## src/rtl/display_mux_scheduler.sv

```systemverilog
// Two-digit seven-segment multiplexer: alternates two hex digits onto one shared
// decoder bus with a programmable dwell per digit and dead time between digits.
module display_mux_scheduler #(
  parameter int DWELL_CYCLES = 100000,
  parameter int BLANK_CYCLES = 1000,
  parameter int CNT_WIDTH    = 17
) (
  input  logic       clk,
  input  logic       reset,
  input  logic       en,
  input  logic [3:0] s1,
  input  logic [3:0] s2,
  output logic [3:0] s,
  output logic       anode1,
  output logic       anode2,
  output logic       frame_tick
);

  typedef enum logic [2:0] {
    IDLE   = 3'd0,
    SHOW1  = 3'd1,
    BLANK1 = 3'd2,
    SHOW2  = 3'd3,
    BLANK2 = 3'd4
  } state_t;

  // With no dead time the BLANK states are unreachable and their terminal count is unused.
  localparam bit HAS_BLANK = (BLANK_CYCLES != 0);
  localparam logic [CNT_WIDTH-1:0] DWELL_LAST = CNT_WIDTH'(DWELL_CYCLES - 1);
  localparam logic [CNT_WIDTH-1:0] BLANK_LAST = CNT_WIDTH'(HAS_BLANK ? BLANK_CYCLES - 1 : 0);
  localparam logic [CNT_WIDTH-1:0] CNT_ONE    = CNT_WIDTH'(1);

  state_t               state_q, state_d;
  logic [CNT_WIDTH-1:0] cnt_q, cnt_d;
  logic [3:0]           s_q, s_d;
  logic                 frame_tick_q, frame_tick_d;

  always_ff @(posedge clk) begin
    if (reset) begin
      state_q      <= IDLE;
      cnt_q        <= '0;
      s_q          <= 4'h0;
      frame_tick_q <= 1'b0;
    end else begin
      state_q      <= state_d;
      cnt_q        <= cnt_d;
      s_q          <= s_d;
      frame_tick_q <= frame_tick_d;
    end
  end

  // The digit value is captured only on entry to a SHOW state, so a switch change
  // mid-dwell never disturbs the digit currently lit.
  always_comb begin
    state_d      = state_q;
    cnt_d        = cnt_q;
    s_d          = s_q;
    frame_tick_d = 1'b0;

    if (!en) begin
      state_d = IDLE;
      cnt_d   = '0;
    end else begin
      unique case (state_q)
        IDLE: begin
          state_d      = SHOW1;
          cnt_d        = '0;
          s_d          = s1;
          frame_tick_d = 1'b1;
        end
        SHOW1: begin
          if (cnt_q == DWELL_LAST) begin
            cnt_d = '0;
            if (HAS_BLANK) begin
              state_d = BLANK1;
            end else begin
              state_d = SHOW2;
              s_d     = s2;
            end
          end else begin
            cnt_d = cnt_q + CNT_ONE;
          end
        end
        BLANK1: begin
          if (cnt_q == BLANK_LAST) begin
            cnt_d   = '0;
            state_d = SHOW2;
            s_d     = s2;
          end else begin
            cnt_d = cnt_q + CNT_ONE;
          end
        end
        SHOW2: begin
          if (cnt_q == DWELL_LAST) begin
            cnt_d = '0;
            if (HAS_BLANK) begin
              state_d = BLANK2;
            end else begin
              state_d      = SHOW1;
              s_d          = s1;
              frame_tick_d = 1'b1;
            end
          end else begin
            cnt_d = cnt_q + CNT_ONE;
          end
        end
        BLANK2: begin
          if (cnt_q == BLANK_LAST) begin
            cnt_d        = '0;
            state_d      = SHOW1;
            s_d          = s1;
            frame_tick_d = 1'b1;
          end else begin
            cnt_d = cnt_q + CNT_ONE;
          end
        end
        default: begin
          state_d = IDLE;
          cnt_d   = '0;
        end
      endcase
    end
  end

  // Anodes decode straight from the state register, so only one can ever be low.
  assign anode1     = (state_q != SHOW1);
  assign anode2     = (state_q != SHOW2);
  assign s          = s_q;
  assign frame_tick = frame_tick_q;

endmodule
```

## config.mk

```make
export PLATFORM = sky130hd
export DESIGN_NAME = display_mux_scheduler
export DESIGN_NICKNAME = d
export VERILOG_FILES = /design/src/rtl/display_mux_scheduler.sv
export SDC_FILE = /design/constraint.sdc
export NUM_CORES = 1
export LEC_CHECK = 0
export BUFFER_PORTS_ARGS = -buffer_cell sky130_fd_sc_hd__buf_2
export CAP_MARGIN = 25
export CORE_AREA = 8 8 67 52
export DETAILED_ROUTE_END_ITERATION = 8
export DIE_AREA = 0 0 75 60
export HOLD_SLACK_MARGIN = 0.1
export MAX_ROUTING_LAYER = met4
export PLACE_DENSITY = 0.75
export SKIP_LAST_GASP = 1
export SYNTH_ARGS = -nofsm -noshare
export SYNTH_HDL_FRONTEND = slang
export SYNTH_SLANG_ARGS = --single-unit
```

## constraint.sdc

```tcl
create_clock -name clk -period 3.05 [get_ports clk]
set_input_delay 0.61 -clock clk [delete_from_list [all_inputs] [get_ports clk]]
set_output_delay 0.61 -clock clk [all_outputs]
set_load 0.02 [all_outputs]
```

==> results of run 1 <==
[cell families after synthesis]
family	after synthesis
XOR/XNOR	13
AO/OA/AOI/OAI	35
buffers and inverters	16
adder cells (fa/ha/maj)	1
flip-flops	25
AND/OR/NAND/NOR	56
[through the flow]
stage / std cells / power (uW)
5_1_grt: 195 / 554
2_1_floorplan: 146 / 372
6_report: 195 / 530
3_5_place_dp: 191 / 390
4_1_cts: 195 / 537
3_3_place_gp: 191 / 388
[final cells by class]
cell class	count	share of cell area (%)
well taps	36	3.21
inverters	8	2.14
clock buffers	4	1.87
flip-flops and latches	25	35.7
repair buffers	17	6.06
multi-input cells	105	51.1
[critical path: stages (launching register included)]
cell and delay (ps):
dfxtp_1 420, or4_4 590, or4_4 570, nand2_1 550, a221oi_1 200
[sequential cells by signal (all words and copies together) (netlist names)]
register    cells
frame_tick      1
state_q         3
cnt_q          17
s               4
[cells in the final DEF (no fill, tap or decap), drive strengths merged]
| cell | n |
|---|---|
| dfxtp | 25 |
| a211oi | 19 |
| buf | 17 |
| nand2 | 11 |
| xnor2 | 10 |
| inv | 8 |
| nand3 | 7 |
| a221oi | 7 |
| nor2b | 5 |
| o21ai | 5 |
| or4 | 5 |
| nand4b | 4 |
| nand4 | 4 |
| nor2 | 4 |
| nor4 | 4 |
| clkbuf | 4 |
| xor2 | 3 |
| or3 | 3 |
| nor3 | 3 |
| nand2b | 2 |
| or4bb | 1 |
| a21o | 1 |
| nor3b | 1 |
| a31oi | 1 |
| and3 | 1 |
| or2 | 1 |
| a21oi | 1 |
| a2111oi | 1 |
| ha | 1 |
[how the worst max path moves through the flow]
| stage | end | depth (start not counted) | start |
|---|---|---|---|
| floorplan | state_q[0] | 6 | cnt_q[11] |
| global placement | cnt_q[13] | 4 | cnt_q[11] |
| detailed placement | cnt_q[16] | 4 | cnt_q[11] |
| CTS | cnt_q[16] | 4 | cnt_q[11] |
| global route | cnt_q[16] | 4 | cnt_q[11] |
| finish | cnt_q[16] | 4 | cnt_q[11] |
[metal layers]
metal  wire length [um]  part of all wire, %  up-vias  track usage [%]
li1                   -                    -      577                -
met1               1360                   46      568             18.8
met2               1380                   47       36             23.8
met3                204                  6.9        4             4.36
met4                 15                 0.51        0             3.61
met5                  0                    0        -                -
[power by group through the flow]
stage / Combinational (uW) / Sequential [uW] / Clock [uW]
5_1_grt: 51.4 / 337 / 165
2_1_floorplan: 22.5 / 350 / 0
4_1_cts: 46.5 / 336 / 154
3_3_place_gp: 44.6 / 343 / 0
6_report: 46.0 / 336 / 148
3_5_place_dp: 46.5 / 343 / 0
==> flow_summary.ini, run 1 <==
[floorplanning]
start_util_pct = 50.7
coreArea_mm2 = 0.00254
rows = 16
die_h_um = 60
boundaryPins = 18
die_w_um = 75
dieArea_mm2 = 0.00450

[global_route]
antenna_found_initial = 0
grt_pass1_vias = 1132
grt_overflow = 0
grt_start_max_net_pins = 22
grt_pass1_wl_mm = 5.25
grt_usage_pct = 15.2

[cts]
cts_max_level = 1
clk_pin_slew_ps = 130
cts_hold_buf = 0
clk_path_buf_depth = 2
clock_latency_ps = 320
cts_setup_buffers = 0
ctsResizeCount = 0
cts_tree = done
numClockSinks = 25
cts_made_buffers = 3
cts_root_buf = clkbuf_4

[worst_setup_path]
start_kind = flip-flop
r2r-start = cnt_q[11]
r2r_end = cnt_q[16]
worstPathMaxFanout = 21
worstSetupPathType = reg -> reg
arrival_ps = 2650
r2r_setup_slack_ps = 570
worstPathRequired_ps = 3220
endpoint_kind = flip-flop
r2r_cells = 4

[logic_synthesis]
post_synth_num_cell_types = 31
synth_seq_cells = 25
synth.most_common_cell = dfxtp_1
synth.cell_area_mm2 = 0.00129
yosys.area.top_type_share_pct = 38.8
async_flop_share_pct = 0
synthAdderAreaFrac_pct = 0.971
synth_nets = 158
synth_top_family_by_area = simple AND/OR/NAND/NOR gates
synth_area_leader_cell = dfxtp_1
synthSimpleGateAreaFrac_pct = 25.9
synthCells = 146
synth-xor-area-share_pct = 8.83
seq_area_frac_synth_pct = 38.8
synthTopCellsByCount = dfxtp_1 (25), a211oi_1 (19), nand2_1 (11), xnor2_1 (10), inv_1 (8)
synth_edf_count = 0
synth_area_leaders = dfxtp_1 (39%), a211oi_1 (11%), xnor2_1 (6.8%)
ys.flop_type = dfxtp_1
avgSynthCellArea_um2 = 8.83
yosys_warnings = 0
synthMuxAreaShare_pct = 0
synth_compound_area_share_pct = 19.9

[run_status]
status = completed

[placement]
port_buffers = 17
pre_cts_slack_ps = 609
place_congestion = 0.880
dpl_cell_area_mm2 = 0.00138
dp.final_hpwl_mm = 2.14

[cells_and_area]
area_growth_pct = 8.93
drive_gt1_share_pct = 15.1
fill_cells = 259
postLayoutCoreUtil_pct = 55.2
fin_area_mm2 = 0.00140
num_antenna_cells = 0
final_nets = 172
multi_input_area_um2 = 717
seqCellArea_um2 = 500

[detailed_routing]
firstDrtPassIters = 4
drc = 0
vias_per_cell = 6.08
vias = 1185
drt-initial-drc-count = 64
wl_per_cell_um = 15.1
wl_mm = 2.95
drtAntennaViolNets = 0

[timing]
hold_ws_ps = 473
max_clock_freq_ghz = 0.403
period_share_pct = 81.4
slew_headroom_pct = 44.2
setup_violations = 0
hold_violations = 0
grt_setup_unrepaired = no
worst_pin_slew_ps = 836
fin_setup_tns_ps = 0
drv_slew = 0
fin_skew_ps = 4.35
finalCriticalPeriod_ps = 2480
setup_slack_ps = 568

[worst_hold_path]
worstHoldPathType = reg -> reg
hold_depth = 2
whs_endpoint = s[3]
min-delay-start = s[3]

[power_and_ir_drop]
leakage_uw = 0.000416
p_int_uw = 401
p_per_area_mw_per_mm2 = 377
power_frac_clock_pct = 27.9
ir_drop_mv = 0.214
power.switching_uw = 129
p_sw_share_pct = 24.3
p_comb_share_pct = 8.7
p_seq_share_pct = 63.4

[job]
cap_violations = 0
Power figures use the tool's default switching activity.
==> run 2, diff against run 1 <==
- CORE_AREA: 8 8 67 52 -> 8 8 70 54
- DIE_AREA: 0 0 75 60 -> 0 0 78 62
- PLACE_DENSITY: 0.75 -> 0.72
- clock period: 3.05 -> 2.21 ns (I/O delays scaled with it)
==> run 2 against run 1 <==
First-iteration DRC count up 16%; count of clock-buffer cells in the layout down 1; critical endpoint is now state_q[1]; sequential share of layout area down 2.6 points; die area up 7.5%; final area up 8.0%; routed wire length up 0.14%; global-route usage down 1.5 points.
==> flow_summary.ini, run 2 (synthesis results as in run 1) <==
[timing]
worst_pin_slew_ps = 409
fin_setup_tns_ps = 0
finalCriticalPeriod_ps = 2140
period_share_pct = 96.9
drv_slew = 0
setup_violations = 0
grt_setup_unrepaired = no
max_clock_freq_ghz = 0.467
hold_violations = 0
fin_skew_ps = 10.1
slew_headroom_pct = 72.0

[power_and_ir_drop]
p_seq_share_pct = 56.6
p_int_uw = 615
p_comb_share_pct = 8.6
p_per_area_mw_per_mm2 = 539
p_sw_share_pct = 24.8
ir_drop_mv = 0.288
power_frac_clock_pct = 34.8
leakage_uw = 0.000475
power.switching_uw = 202

[worst_setup_path]
worstPathMaxFanout = 6
arrival_ps = 2330
start_kind = flip-flop
endpoint_kind = flip-flop
worstPathRequired_ps = 2400
worstSetupPathType = reg -> reg

[cts]
clock_latency_ps = 280
clk_path_buf_depth = 2
cts_tree = done
clk_pin_slew_ps = 100
numClockSinks = 25
cts_made_buffers = 3
cts_root_buf = clkbuf_8
cts_max_level = 1

[floorplanning]
coreArea_mm2 = 0.00268
dieArea_mm2 = 0.00484
die_w_um = 78
die_h_um = 62
start_util_pct = 48.0
rows = 16
boundaryPins = 18

[placement]
dp.final_hpwl_mm = 2.16
dp_cells = 199
dpl_cell_area_mm2 = 0.00146
place_congestion = 0.827
port_buffers = 17

[cells_and_area]
final_nets = 180
drive_gt1_share_pct = 20.4
area_growth_pct = 17.7
fin_cells = 203
largest_reg_flops = 17
layout_common_cells = dfxtp_1 (25), a211oi_1 (18), buf_2 (17)
regMostFlops = cnt_q
num_antenna_cells = 0
fin_area_mm2 = 0.00152
final_common_cell = dfxtp_1

[detailed_routing]
drt-initial-drc-count = 74
vias_per_cell = 5.73
wl_per_cell_um = 14.6
vias = 1164
drtAntennaViolNets = 0
firstDrtPassIters = 4
drc = 0
wl_mm = 2.96

[global_route]
grt_usage_pct = 13.7
antenna_found_initial = 0
grt_pass1_wl_mm = 5.15
grt_pass1_vias = 1114
grt_overflow = 0
grt_start_max_net_pins = 22

[worst_hold_path]
worstHoldPathType = in -> reg

[job]
cap_violations = 0

[run_status]
status = completed
## run 2: cell types whose count changed in the layout (fill, tap and decap cells not counted)
cell / previous run / this run
clkbuf_1: 1 / 0
buf_4: 0 / 6
a211oi_1: 19 / 18
clkbuf_8: 0 / 3
buf_12: 0 / 2
a211oi_2: 0 / 1
clkinvlp_4: 0 / 1
clkbuf_4: 3 / 0
## run 2: power by group through the flow
stage | Combinational [uW] | Clock (uW) | Sequential (uW)
global route | 76.4 | 305 | 465
floorplan | 31.0 | 0 | 482
detailed placement | 70.3 | 0 | 474
global placement | 67.8 | 0 | 474
finish | 70.1 | 284 | 463
CTS | 70.5 | 287 | 463
## run 2: what timing repair did
item | 4_1_cts | 5_1_grt
buffers inserted | 0 | 0
resized for setup | 0 | 1
setup endpoints to repair | 0 | 1
hold buffers | 0 | 0
## run 2: final cells by class
class                      instances  area [um2]
fill                             254        1170
timing repair buffer              25         170
multi-input combinational        105         722
clock buffer                       3        41.3
tap                               36        45.0
inverter                           8        30.0
clock inverter                     1        7.51
sequential                        25         500
## run 2: metrics by stage
stage               util [%]  total power [uW]  hold WS, ps  worst slack [ps]
finish                  56.5               818          385              67.7
global route            56.5               846          389              2.59
CTS                     56.3               820          382              17.7
detailed placement      54.5               544          451              56.9
global placement        54.5               542          442               176
floorplan                  -               513          430              97.2
## run 2: final timing paths
path	slack [ps]	startpoint	cells after the start	end
setup / recovery	70	cnt_q[12]	4	state_q[1]
hold / removal	390	reset	2	s[0]
setup reg to reg	70	cnt_q[12]	4	state_q[1]
hold reg to reg	460	cnt_q[0]	1	cnt_q[0]
## run 2: per-layer routing
metal | GRT usage [%] | share of wire [%] | wire length, um
met1 | 16.6 | 48 | 1420
met3 | 3.59 | 5.4 | 161
met4 | 3.94 | 0.98 | 29
met5 | - | 0 | 0
met2 | 22.5 | 46 | 1350
## run 2: critical path, cell delays in order, from the launching register on
cell and delay, ps:
dfxtp_1 370, or4_4 550, or4_4 570, or3_1 340, a211oi_2 230
